## src/rtl/alu_arbiter_ctrl.sv

```systemverilog
// Round-robin scheduler sharing one ALU between two valid/ready requesters.
// Optional build macro ALU_DIVZERO_CHECK_EN: divide/modulo by zero is answered locally with an error flag.
module alu_arbiter_ctrl #(
    parameter int              DATA_W  = 8,
    parameter int              OP_W    = 3,
    parameter int              ALU_LAT = 1,
    parameter logic [OP_W-1:0] OP_DIV  = 3'b100,
    parameter logic [OP_W-1:0] OP_MOD  = 3'b101
) (
    input  logic              clk_i,
    input  logic              rst_i,
    input  logic              req0_valid_i,
    output logic              req0_ready_o,
    input  logic [OP_W-1:0]   req0_op_i,
    input  logic [DATA_W-1:0] req0_a_i,
    input  logic [DATA_W-1:0] req0_b_i,
    input  logic              req1_valid_i,
    output logic              req1_ready_o,
    input  logic [OP_W-1:0]   req1_op_i,
    input  logic [DATA_W-1:0] req1_a_i,
    input  logic [DATA_W-1:0] req1_b_i,
    output logic              rsp_valid_o,
    input  logic              rsp_ready_i,
    output logic              rsp_id_o,
    output logic [DATA_W-1:0] rsp_result_o,
    output logic              rsp_err_o,
    output logic [OP_W-1:0]   alu_ctrl_o,
    output logic [DATA_W-1:0] alu_data0_o,
    output logic [DATA_W-1:0] alu_data1_o,
    input  logic [DATA_W-1:0] alu_result_i
);

`ifdef ALU_DIVZERO_CHECK_EN
    localparam bit DZ_EN = 1'b1;
`else
    localparam bit DZ_EN = 1'b0;
`endif

    localparam int CNT_W = 4;

    typedef enum logic [1:0] {
        IDLE = 2'd0,
        EXEC = 2'd1,
        RESP = 2'd2
    } state_t;

    state_t              state_q;
    logic                ptr_q;
    logic [CNT_W-1:0]    cnt_q;
    logic                id_q;
    logic                rsp_valid_q;
    logic                err_q;
    logic [DATA_W-1:0]   result_q;
    logic [OP_W-1:0]     ctrl_q;
    logic [DATA_W-1:0]   data0_q;
    logic [DATA_W-1:0]   data1_q;

    logic                grant_id;
    logic                accept;
    logic                is_divzero;
    logic [OP_W-1:0]     sel_op;
    logic [DATA_W-1:0]   sel_a;
    logic [DATA_W-1:0]   sel_b;

    // Pointer only matters on a tie; a lone requester always wins.
    always_comb begin
        grant_id     = (req0_valid_i && req1_valid_i) ? ptr_q : req1_valid_i;
        req0_ready_o = !rst_i && (state_q == IDLE) && req0_valid_i && !grant_id;
        req1_ready_o = !rst_i && (state_q == IDLE) && req1_valid_i && grant_id;
        accept       = req0_ready_o || req1_ready_o;
        sel_op       = grant_id ? req1_op_i : req0_op_i;
        sel_a        = grant_id ? req1_a_i  : req0_a_i;
        sel_b        = grant_id ? req1_b_i  : req0_b_i;
        is_divzero   = DZ_EN && ((sel_op == OP_DIV) || (sel_op == OP_MOD)) && (sel_b == '0);
    end

    always_ff @(posedge clk_i or posedge rst_i) begin
        if (rst_i) begin
            state_q     <= IDLE;
            ptr_q       <= 1'b0;
            cnt_q       <= '0;
            id_q        <= 1'b0;
            rsp_valid_q <= 1'b0;
            err_q       <= 1'b0;
            result_q    <= '0;
            ctrl_q      <= '0;
            data0_q     <= '0;
            data1_q     <= '0;
        end else begin
            case (state_q)
                IDLE: begin
                    if (accept) begin
                        id_q  <= grant_id;
                        ptr_q <= ~grant_id;
                        if (is_divzero) begin
                            // Answered locally; the ALU keeps its previous operation.
                            result_q    <= '1;
                            err_q       <= 1'b1;
                            rsp_valid_q <= 1'b1;
                            state_q     <= RESP;
                        end else begin
                            ctrl_q  <= sel_op;
                            data0_q <= sel_a;
                            data1_q <= sel_b;
                            cnt_q   <= CNT_W'(ALU_LAT - 1);
                            state_q <= EXEC;
                        end
                    end
                end
                EXEC: begin
                    if (cnt_q != '0) begin
                        cnt_q <= cnt_q - 1'b1;
                    end else begin
                        result_q    <= alu_result_i;
                        err_q       <= 1'b0;
                        rsp_valid_q <= 1'b1;
                        state_q     <= RESP;
                    end
                end
                RESP: begin
                    if (rsp_ready_i) begin
                        rsp_valid_q <= 1'b0;
                        state_q     <= IDLE;
                    end
                end
                default: state_q <= IDLE;
            endcase
        end
    end

    assign rsp_valid_o  = rsp_valid_q;
    assign rsp_id_o     = id_q;
    assign rsp_result_o = result_q;
    assign rsp_err_o    = DZ_EN ? err_q : 1'b0;
    assign alu_ctrl_o   = ctrl_q;
    assign alu_data0_o  = data0_q;
    assign alu_data1_o  = data1_q;

endmodule

```

## config.mk

```make
export PLATFORM = sky130hd
export DESIGN_NAME = alu_arbiter_ctrl
export DESIGN_NICKNAME = d
export VERILOG_FILES = /design/src/rtl/alu_arbiter_ctrl.sv
export SDC_FILE = /design/constraint.sdc
export NUM_CORES = 1
export LEC_CHECK = 0
export BUFFER_PORTS_ARGS = -buffer_cell sky130_fd_sc_hd__buf_2
export CORE_MARGIN = 2
export CORE_UTILIZATION = 35
export CTS_BUF_LIST = sky130_fd_sc_hd__clkbuf_16
export DETAILED_ROUTE_END_ITERATION = 8
export GPL_ROUTABILITY_DRIVEN = 1
export HOLD_SLACK_MARGIN = 0.12
export PLACE_DENSITY_LB_ADDON = 0.3
export SYNTH_ARGS = -nofsm -noshare
export SYNTH_HDL_FRONTEND = slang
export SYNTH_SLANG_ARGS = --single-unit
export TNS_END_PERCENT = 50
```

## constraint.sdc

```tcl
create_clock -name clk_i -period 4.5 [get_ports clk_i]
set_input_delay 0.225 -clock clk_i [delete_from_list [all_inputs] [get_ports clk_i]]
set_output_delay 0.225 -clock clk_i [all_outputs]
set_load 0.1 [all_outputs]
```

==> results.yml <==
clock_network:
  cts_resized: 0
  clk_latency_ps: 280
  clkSlewWorstSetupHoldPaths_ps: 50
  numCtsBuffers: 5
  cts.path.max_buffers: 2
  root_buffer: "clkbuf_16"
  clock-sinks: 36
  cts_tree: "built"
  htree_num_levels: 2
setup_path:
  cp_max_fo: 22
  cp_num_buf_inv: 4
  required_ps: 4280
  slowest_delay_ps: 530
  critPathSlowestCell: "dlygate4sd3_1"
  endpoint_kind: "output port"
  crit_chain: "dlygate4sd3_1 -> buf_2 -> nor3_2 -> buf_4 -> and3_4 -> buf_2"
  critPathTopFamily: "buffers and inverters"
  crit_path_frequent_cell: "buf_2"
  critPathLaunchType: "input pin"
  path_class: "input pin to output port"
  worstSetupStartpoint: "rst_i"
  r2r_start: "cnt_q[0]$_DFFE_PP0P_"
  cp_data_arrival_time_ps: 2120
synthesis:
  ys.flop_type: "dfrtp_1"
  ys_warn_count: 0
  synthCells: 132
  ys_top_cells_by_area: "dfrtp_1 (54%), a221o_1 (11%), a21boi_0 (5.4%)"
  post-synth-top-count-cell: "dfrtp_1"
  synth.yosys.seq_area_share_pct: 53.7
  synth_top_area_share_pct: 53.7
  async_flop_share_pct: 100
  synth_seq_cells: 36
  yosys-top-cells-count: "dfrtp_1 (36), a221o_1 (19), a21boi_0 (12)"
  synth_edf_count: 0
  netlist_area_um2: 1680
  synth.avg_cell_area_um2: 12.7
  synthDistinctLibCells: 34
  yosysTopAreaCell: "dfrtp_1"
  synth_nets: 185
timing:
  rsz0062_at_grt: "no"
  timing.hold.ws_ps: 161
  fmax_mhz: 426
  drv_slew: 0
  worst_pin_slew_ps: 971
  period_share_pct: 52.1
  fin_worst_skew_ps: 2.66
  setup_viol: 0
  period_minus_slack_ps: 2350
  setup_slack_ps: 2150
  fin_setup_tns_ps: 0
  hold_viol: 0
  maxSlewHeadroom_pct: 35.3
grt:
  gr-usage-all-layers_pct: 15.8
  first_global_vias: 1383
  overflow: 0
  grt_max_degree: 37
  grt_first_pass_wirelength_mm: 6.39
  grt_antenna_before_repair: 0
detailed_routing:
  drt_first_pass_iters: 4
  drt_iter0_drc: 59
  vias: 1390
  drc: 0
  wl_mm: 4.00
  wl_per_cell_um: 14.9
  met3RoutedLength_um: 318
  postRouteAntennaNets: 0
  highest_layer: "met4"
  via_per_inst: 5.17
  met2WireLength_mm: 1.88
  met1Wirelength_mm: 1.76
outcome:
  outcome: "complete, no violations"
finish:
  area_growth_syn_to_layout_pct: 34.8
  antenna_cells: 0
  nets: 267
  design_area_um2: 2260
  drive_gt1_share_pct: 46.0
  regArea_um2: 901
  multi_input_area_um2: 706
  n_fill_cell: 453
floorplan:
  die_area_um2: 5370
  fp-row-count: 25
  die_w_um: 73.3
  core_area_um2: 4660
  initial_utilization_pct: 36.0
  die_h_um: 73.3
  top_level_ports: 83
placed_design:
  placed_area_um2: 2110
  gp_congestion: 0.757
  dp_hpwl_mm: 2.87
  place_ws_ps: 2530
  port-buffer-count: 81
hold_path:
  min_from: "alu_result_i[3]"
  hold_class: "input pin to flip-flop"
run:
  maxCapViolCount: 0
[layout by cell type, fill, tap and decap left out, types with 2 or more instances in the layout]
cell	netlist	final
buf_2	4	81
dfrtp_1	36	36
a221o_1	19	19
a21boi_0	12	12
mux2_1	8	8
a21boi_1	7	7
clkbuf_16	0	5
inv_1	4	4
o21ai_0	3	3
o21ai_1	3	3
nor2_1	3	3
nand3_1	3	3
and3_4	2	2
nand2b_1	2	2
a21o_1	2	2
or3_1	2	2
ha_1	2	2
clkinv_2	0	2
buf_4	1	2
[final cells by class]
type                       count  share of cell area (%)
sequential                    36                    39.8
clock buffer                   5                    5.53
multi-input combinational     83                    31.2
timing repair buffer          84                    19.0
clock inverter                 3                   0.829
tap                           54                    2.99
inverter                       4                   0.663
[worst paths after layout]
| kind | endpoint | slack, ps | cells after the start |
|---|---|---|---|
| min reg2reg | rsp_id_o$_DFFE_PP0P_ | 470 | 1 |
| max | req1_ready_o | 2150 | 6 |
| min in group asynchronous | alu_data0_o[6]$_DFFE_PP0P_ | 660 | 4 |
| max reg2reg | rsp_result_o[7]$_DFFE_PP0P_ | 2740 | 5 |
| min | rsp_result_o[3]$_DFFE_PP0P_ | 160 | 2 |
| max in group asynchronous | alu_data0_o[5]$_DFFE_PP0P_ | 3520 | 4 |
[state kept, by name (all words and copies together), names as in the netlist]
name	flops
alu_data0_o	8
alu_data1_o	8
rsp_result_o	8
cnt_q	4
alu_ctrl_o	3
state_q	2
ptr_q	1
rsp_id_o	1
rsp_valid_o	1
[metal layers]
layer	vias up	GRT usage [%]
met5	-	0
met4	0	6.17
met3	4	5.62
met2	55	24.3
met1	664	20.2
li1	667	-
[kinds of logic after synthesis]
| group | Yosys count | share of synthesized area [%] |
|---|---|---|
| AO/OA/AOI/OAI | 50 | 24.8 |
| other | 1 | 0.223 |
| flip-flops | 36 | 53.7 |
| buffers and inverters | 13 | 4.32 |
| AND/OR/NAND/NOR | 21 | 9.54 |
| multiplexers | 9 | 5.96 |
| adder cells (fa/ha/maj) | 2 | 1.49 |
[what timing repair did]
item                      CTS  global route
hold buffers                1             0
hold endpoints to repair   30             0
setup buffers               0             0
[through the flow]
step	cells	utilization, %
floorplan	132	-
global route	269	48.6
global placement	260	45.3
finish	269	48.6
CTS	269	48.6
detailed placement	260	45.3
Power is left out: the tool's default activity adds up to more than one toggle a clock period on the data nets, which glitch-free logic cannot reach.
